===== config.mk =====
export PLATFORM = sky130hd
export DESIGN_NAME = dma_multichan_regs
export DESIGN_NICKNAME = d
export VERILOG_FILES = /design/src/rtl/dma_regs_pkg.sv /design/src/rtl/dma_channel_regs.sv /design/src/rtl/dma_multichan_regs.sv
export SDC_FILE = /design/constraint.sdc
export NUM_CORES = 1
export LEC_CHECK = 0
export CORE_ASPECT_RATIO = 0.9
export CORE_UTILIZATION = 45
export DETAILED_ROUTE_END_ITERATION = 16
export GPL_ROUTABILITY_DRIVEN = 0
export MAX_ROUTING_LAYER = met4
export PLACE_DENSITY_LB_ADDON = 0.25
export SETUP_SLACK_MARGIN = 0.2
export SLEW_MARGIN = 20
export SYNTH_ARGS = -nofsm -noshare
export SYNTH_HDL_FRONTEND = slang
export SYNTH_SLANG_ARGS = --single-unit

===== constraint.sdc =====
create_clock -name clk -period 1.85 [get_ports clk]
set_input_delay 0.37 -clock clk [delete_from_list [all_inputs] [get_ports clk]]
set_output_delay 0.37 -clock clk [all_outputs]
set_load 0.03 [all_outputs]

===== src/rtl/dma_regs_pkg.sv =====
// Shared register map, CTRL bit positions and channel state encoding for the
// multi-channel DMA register block.
package dma_regs_pkg;

   localparam logic [31:0] GLB_BASE  = 32'h0000_0100;
   localparam logic [31:0] CH_STRIDE = 32'h0000_0010;

   // Byte offsets inside a channel block
   localparam logic [3:0] OFF_SRC   = 4'h0;
   localparam logic [3:0] OFF_COUNT = 4'h4;
   localparam logic [3:0] OFF_CTRL  = 4'h8;
   localparam logic [3:0] OFF_DSTN  = 4'hC;

   // Byte offsets inside the global block
   localparam logic [3:0] OFF_STATUS   = 4'h0;
   localparam logic [3:0] OFF_IRQ_EN   = 4'h4;
   localparam logic [3:0] OFF_IRQ_PEND = 4'h8;
   localparam logic [3:0] OFF_ERR      = 4'hC;

   localparam int CTRL_GO  = 0;
   localparam int CTRL_DIR = 1;

   typedef enum logic {
      CH_IDLE = 1'b0,
      CH_BUSY = 1'b1
   } ch_state_e;

   function automatic logic [3:0] ch_index(input logic [7:0] addr);
      return 4'(addr / CH_STRIDE[7:0]);
   endfunction

endpackage


===== src/rtl/dma_channel_regs.sv =====
// One DMA channel: SRC/COUNT/CTRL/DSTN registers plus the IDLE/BUSY handshake
// with the engine; error and pending events are reported to the global block.
module dma_channel_regs
   import dma_regs_pkg::*;
(
   input  logic        clk,
   input  logic        reset,
   input  logic        wr_en,
   input  logic [3:0]  wr_off,
   input  logic [31:0] wr_data,
   input  logic        done,
   output logic [31:0] src,
   output logic [31:0] count,
   output logic [31:0] ctrl,
   output logic [31:0] dstn,
   output logic        busy,
   output logic        start,
   output logic        err_set,
   output logic        pend_set
);

   ch_state_e state;
   logic      go_req;
   logic      go_ok;
   logic      done_hit;

   assign go_req   = wr_en && (wr_off == OFF_CTRL) && wr_data[CTRL_GO] && (state == CH_IDLE);
   assign go_ok    = go_req && (count != '0);
   assign done_hit = done && (state == CH_BUSY);

   // A GO with nothing to move completes immediately: pending, no start.
   assign pend_set = (go_req && (count == '0)) || done_hit;
   assign err_set  = wr_en && (state == CH_BUSY);
   assign busy     = (state == CH_BUSY);

   // NOTE: non-blocking assignments so every register here samples pre-edge values.
   always_ff @(posedge clk or negedge reset) begin
      if (!reset) begin
         state <= CH_IDLE;
         start <= 1'b0;
         src   <= '0;
         count <= '0;
         ctrl  <= '0;
         dstn  <= '0;
      end else begin
         start <= go_ok;
         if (go_ok)
            state <= CH_BUSY;
         else if (done_hit)
            state <= CH_IDLE;

         if (wr_en && (state == CH_IDLE)) begin
            case (wr_off)
               OFF_SRC:   src   <= wr_data;
               OFF_COUNT: count <= wr_data;
               OFF_CTRL: begin
                  ctrl          <= wr_data;
                  ctrl[CTRL_GO] <= go_ok;
               end
               OFF_DSTN:  dstn  <= wr_data;
               default: ;
            endcase
         end

         if (done_hit)
            ctrl[CTRL_GO] <= 1'b0;
      end
   end

endmodule


===== src/rtl/dma_multichan_regs.sv =====
// CPU-visible register file for NUM_CH DMA channels plus STATUS/IRQ_EN/IRQ_PEND/ERR.
// Define DMA_IRQ_EN to build the interrupt registers; otherwise they read 0 and irq is 0.
module dma_multichan_regs
   import dma_regs_pkg::*;
#(
   parameter int NUM_CH = 4,
   parameter int ADDR_W = 32
)(
   input  logic                   clk,
   input  logic                   reset,
   input  logic                   cpu_wr_en,
   input  logic                   cpu_rd_en,
   input  logic [ADDR_W-1:0]      cpu_addr,
   input  logic [31:0]            cpu_wr_data,
   output logic [31:0]            cpu_rd_data,
   output logic                   cpu_rd_valid,
   output logic [NUM_CH-1:0]      ch_start,
   input  logic [NUM_CH-1:0]      ch_done,
   output logic [NUM_CH-1:0]      ch_busy,
   output logic [NUM_CH*32-1:0]   src_addr_flat,
   output logic [NUM_CH*32-1:0]   dstn_addr_flat,
   output logic [NUM_CH*32-1:0]   count_flat,
   output logic [NUM_CH*32-1:0]   ctrl_flat,
   output logic                   irq
);

   logic              ch_hit;
   logic              glb_hit;
   logic              glb_wr;
   logic [3:0]        ch_idx;
   logic [3:0]        reg_off;
   logic [NUM_CH-1:0] ch_wr;
   logic [NUM_CH-1:0] err_set;
   logic [NUM_CH-1:0] pend_set;
   logic [NUM_CH-1:0] wr_mask;
   logic [NUM_CH-1:0] err_q;
   logic [NUM_CH-1:0] irq_en_q;
   logic [NUM_CH-1:0] irq_pend_q;
   logic [31:0]       rd_mux;
   logic              unused_addr;

   assign ch_hit      = cpu_addr < ADDR_W'(GLB_BASE);
   assign glb_hit     = (cpu_addr >> 4) == ADDR_W'(GLB_BASE >> 4);
   assign ch_idx      = ch_index(cpu_addr[7:0]);
   assign reg_off     = {cpu_addr[3:2], 2'b00};
   assign glb_wr      = cpu_wr_en && glb_hit;
   assign wr_mask     = cpu_wr_data[NUM_CH-1:0];
   assign unused_addr = ^cpu_addr[1:0];

   for (genvar c = 0; c < NUM_CH; c++) begin : g_ch
      assign ch_wr[c] = cpu_wr_en && ch_hit && (ch_idx == 4'(c));

      dma_channel_regs u_ch (
         .clk      (clk),
         .reset    (reset),
         .wr_en    (ch_wr[c]),
         .wr_off   (reg_off),
         .wr_data  (cpu_wr_data),
         .done     (ch_done[c]),
         .src      (src_addr_flat[32*c +: 32]),
         .count    (count_flat[32*c +: 32]),
         .ctrl     (ctrl_flat[32*c +: 32]),
         .dstn     (dstn_addr_flat[32*c +: 32]),
         .busy     (ch_busy[c]),
         .start    (ch_start[c]),
         .err_set  (err_set[c]),
         .pend_set (pend_set[c])
      );
   end

   // W1C: a same-cycle set event wins over the clear.
   always_ff @(posedge clk or negedge reset) begin
      if (!reset)
         err_q <= '0;
      else
         err_q <= (err_q & ~((glb_wr && reg_off == OFF_ERR) ? wr_mask : '0)) | err_set;
   end

`ifdef DMA_IRQ_EN
   always_ff @(posedge clk or negedge reset) begin
      if (!reset) begin
         irq_en_q   <= '0;
         irq_pend_q <= '0;
         irq        <= 1'b0;
      end else begin
         if (glb_wr && reg_off == OFF_IRQ_EN)
            irq_en_q <= wr_mask;
         irq_pend_q <= (irq_pend_q & ~((glb_wr && reg_off == OFF_IRQ_PEND) ? wr_mask : '0))
                       | pend_set;
         irq        <= |(irq_pend_q & irq_en_q);
      end
   end
`else
   logic unused_pend;
   assign unused_pend = |pend_set;
   assign irq_en_q    = '0;
   assign irq_pend_q  = '0;
   assign irq         = 1'b0;
`endif

   // NOTE: default first so every path assigns rd_mux and no latch is inferred.
   always_comb begin
      rd_mux = '0;
      if (ch_hit) begin
         for (int c = 0; c < NUM_CH; c++) begin
            if (ch_idx == 4'(c)) begin
               case (reg_off)
                  OFF_SRC:   rd_mux = src_addr_flat[32*c +: 32];
                  OFF_COUNT: rd_mux = count_flat[32*c +: 32];
                  OFF_CTRL:  rd_mux = ctrl_flat[32*c +: 32];
                  OFF_DSTN:  rd_mux = dstn_addr_flat[32*c +: 32];
                  default: ;
               endcase
            end
         end
      end else if (glb_hit) begin
         case (reg_off)
            OFF_STATUS:   rd_mux = 32'(ch_busy);
            OFF_IRQ_EN:   rd_mux = 32'(irq_en_q);
            OFF_IRQ_PEND: rd_mux = 32'(irq_pend_q);
            OFF_ERR:      rd_mux = 32'(err_q);
            default: ;
         endcase
      end
   end

   // Read data is captured from pre-edge register values, so a same-cycle
   // write to the same address returns the old contents.
   always_ff @(posedge clk or negedge reset) begin
      if (!reset) begin
         cpu_rd_data  <= '0;
         cpu_rd_valid <= 1'b0;
      end else begin
         cpu_rd_valid <= cpu_rd_en;
         if (cpu_rd_en)
            cpu_rd_data <= rd_mux;
      end
   end

endmodule

==> impl_metrics.tcl <==
set metrics [dict create \
    status "complete, but fails checks" \
    violations "setup timing" \
    synthXorXnorAreaFrac_pct 0 \
    drt_iter0_drc 2853 \
    ios 626 \
    grt_use_total_pct 41.3 \
    clock-root-buffer "clkbuf_16" \
    crit_slowest_cell "or4_4" \
    peakVddDrop_v 0.000769 \
    numCtsBuffers 57 \
    port_buffers 622 \
    syn_to_final_growth_pct 60.4 \
    clk_path_buf_depth 3 \
    finalCritPeriodShare_pct 110 \
    vias_per_cell 6.34 \
    grt_pass1_vias 23700 \
    max_slew_margin_pct 31.0 \
    synthCells 1889 \
    fin_crit_ns 2.04 \
    htree_levels 2 \
    route.met3.wl_mm 13.8 \
    worst_r2r_endpoint "g_ch[0].u_ch.ctrl[0]" \
    ys_types 47 \
    grt_pass1_wl_mm 173 \
    grt_max_degree 60 \
    cpPeakStageDelay_ns 0.57 \
    arrival_ns 2.53 \
    whs_path_depth 5 \
    synth_simple_gate_area_share_pct 5.24 \
    synth_nets 1965 \
    synth_top_family_by_area "multiplexers" \
    synth.avg_cell_area_sq_um 13.8 \
    clk_latency_ns 0.63 \
    ys_ff_latch 557 \
    initial_core_util_pct 45.6 \
    path_depth 10 \
    p_total_mw 25.8 \
    yosysSeqAreaShare_pct 53.5 \
    startpoint "cpu_addr[21]" \
    wl_per_cell_um 33.1 \
    end_kind "flop" \
    cpLargestDelayFamily "simple AND/OR/NAND/NOR gates" \
    cts_sinks 557 \
    timing.critical_path.from_type "input pin" \
    fin_ws_ns -0.188 \
    nets 3043 \
    hold_path_class "in -> reg" \
    path_clk_slew_ns 0.06 \
    hold_violations 0 \
    yosys.area_share.adder_pct 0.192 \
    synthMuxAreaShare_pct 25.1 \
    p_per_area_nw_per_um2 617 \
    required_ns 2.35 \
    die_h_um 230 \
    overflow 0 \
    cp_max_fo 8 \
    leakagePower_nw 21.1 \
    maxSlewViolCount 0 \
    cts_tree "yes" \
    setup_viol 451 \
    num_vias 24000 \
    met1_length_mm 46.7 \
    core-area_sq_um 57100 \
    fin_skew_ns 0.0221 \
    cp_num_buf_inv 5 \
    drc_errors 0 \
    hpwl_mm 77.3 \
    worst_pin_slew_ns 1.03 \
    die-area_sq_um 58900 \
    synth.area.top_cells "dfrtp_1 (53%), mux2_2 (12%), mux2_4 (12%)" \
    synth_ff_type "dfrtp_1" \
    path_cells "buf_6 -> or4_4 -> nor2_8 -> buf_12 -> buf_12 -> nand2_8 -> nor4_4 -> buf_6 -> clkbuf_16 -> mux2_4" \
    wl_met2_mm 56.7 \
    fmax_mhz 491 \
    reg2reg_from "g_ch[0].u_ch.count[21]" \
    cp-endpoint "g_ch[0].u_ch.src[19]" \
    yosysTopAreaCell "dfrtp_1" \
    yosysWarnings 0 \
    highest_layer "met4" \
    synthesis.area_sq_um 26100 \
    netlist.area_leader.share_pct 53.5 \
    ant_nets 0 \
    dr.pass1.iters 7 \
    synthArstFlopShare_pct 100 \
    rows 83 \
    rrSetupSlack_ns -0.08 \
    rsz0062_at_grt "true" \
    maxCapViolCount 0 \
    die_w_um 256 \
    ff2ff_path_depth 6 \
    synth_edf_count 0 \
    synth_compound_area_share_pct 12.1 \
    worstSetupPathType "in -> reg" \
    antenna_found_initial 1 \
    drive_above_1_share_pct 59.4 \
    wirelength_mm 125 \
    pre_cts_ws_ns -1.09 \
]
## synth_stat cells (26+ instances only)
cell type	n
dfrtp_1	557
mux2_4	209
nand2_1	45
o41ai_1	26
a21oi_1	60
a22oi_1	112
clkbuf_1	113
nand2b_1	26
nor4_1	45
mux2_2	285
a22o_1	62
a221oi_1	58
## timing repair
action,in CTS,in global routing
endpoints found under the setup margin,1106,1043
pin swaps,32,55
setup buffers,129,52
endpoints found under the hold margin,23,0
hold buffers,1,0
resized for setup,1970,731
cloned,32,9
## cell usage in the layout, fill, tap and decap left out, types with 14 or more instances in the layout
master,Yosys,final
clkdlybuf4s50_1,0,36
buf_12,1,95
buf_2,23,78
buf_16,0,30
nand2b_1,26,25
a221oi_1,58,53
a222oi_1,14,14
dfrtp_1,557,529
clkbuf_16,0,68
buf_6,21,268
nor4_2,0,17
dfrtp_2,0,28
o41ai_4,0,16
o22ai_1,24,23
clkbuf_4,0,29
dlygate4sd2_1,0,117
buf_4,15,360
a22oi_1,112,112
nor4_1,45,15
clkbuf_1,113,15
nor4_4,16,29
a21oi_1,60,57
clkinv_2,0,15
a21o_1,25,25
mux2_4,209,508
a22o_1,62,61
nand2_1,45,43
clkbuf_2,0,164
## layer usage
metal	track usage, %	up-vias
met2	63.3	1899
met5	-	-
li1	-	9367
met1	51.6	12200
met4	19.3	0
met3	10.2	474
## worst min-delay path, stage by stage
cell and delay [ns]:
buf_4 0.11, nor3_2 0.05, nand2_1 0.09, buf_4 0.14
o31ai_1 0.06
## power breakdown
part           internal, mW  switching (mW)  total, mW
combinational         0.449            1.03       1.48
clock                  7.03            5.10       12.1
sequential             12.2        0.000289       12.2
total                  19.7            6.13       25.8
## through the flow
step | cells | setup TNS (ns) | utilization (%) | cell area [sq um] | hold WS [ns]
6_report | 3780 | -36.21 | 73.2 | 41800 | 0.241
4_1_cts | 3718 | -24.35 | 72.0 | 41100 | 0.193
5_1_grt | 3780 | -47.06 | 73.2 | 41800 | 0.238
2_1_floorplan | 1889 | -225.38 | - | 27600 | 0.0744
3_3_place_gp | 3450 | -531.55 | 64.6 | 36900 | 0.358
3_5_place_dp | 3450 | -542.99 | 64.6 | 36900 | 0.348
## worst min path at each step
stage | startpoint | endpoint | slack (ns)
global placement | reset | g_ch[1].u_ch.ctrl[28] | 0.36
global route | cpu_addr[5] | err_q[1] | 0.24
floorplan | reset | cpu_rd_data[0] | 0.07
CTS | cpu_addr[5] | err_q[1] | 0.19
finish | cpu_addr[5] | err_q[1] | 0.24
detailed placement | reset | g_ch[1].u_ch.ctrl[28] | 0.35
## cell families (layout without fill, tap and decap cells)
| family | after synthesis | in the layout |
|---|---|---|
| flops | 557 | 557 |
| mux | 511 | 511 |
| compound gates | 424 | 424 |
| buf+inv | 201 | 1324 |
| simple gates | 191 | 193 |
| fa+ha+maj | 4 | 4 |
| other cells | 1 | 2 |
## cell type report
cell class | instances | area, sq um
fillers | 3704 | 15300
flip-flops and latches | 557 | 14000
multi-input cells | 1133 | 13200
repair buffers | 1205 | 11700
clock buffers | 83 | 1660
well taps | 765 | 957
clock inverters | 23 | 272
inverters | 13 | 48.8
diodes | 1 | 2.50
## flip-flops by register name, summed over array words and instances, names as in the netlist
signal and flops:
g_ch.u_ch.busy 4, g_ch.u_ch.count 128, g_ch.u_ch.dstn 128, cpu_rd_data 32, g_ch.u_ch.src 128, err_q 4, g_ch.u_ch.start 4, g_ch.u_ch.ctrl 128
cpu_rd_valid 1
Power figures use the tool's default switching activity.
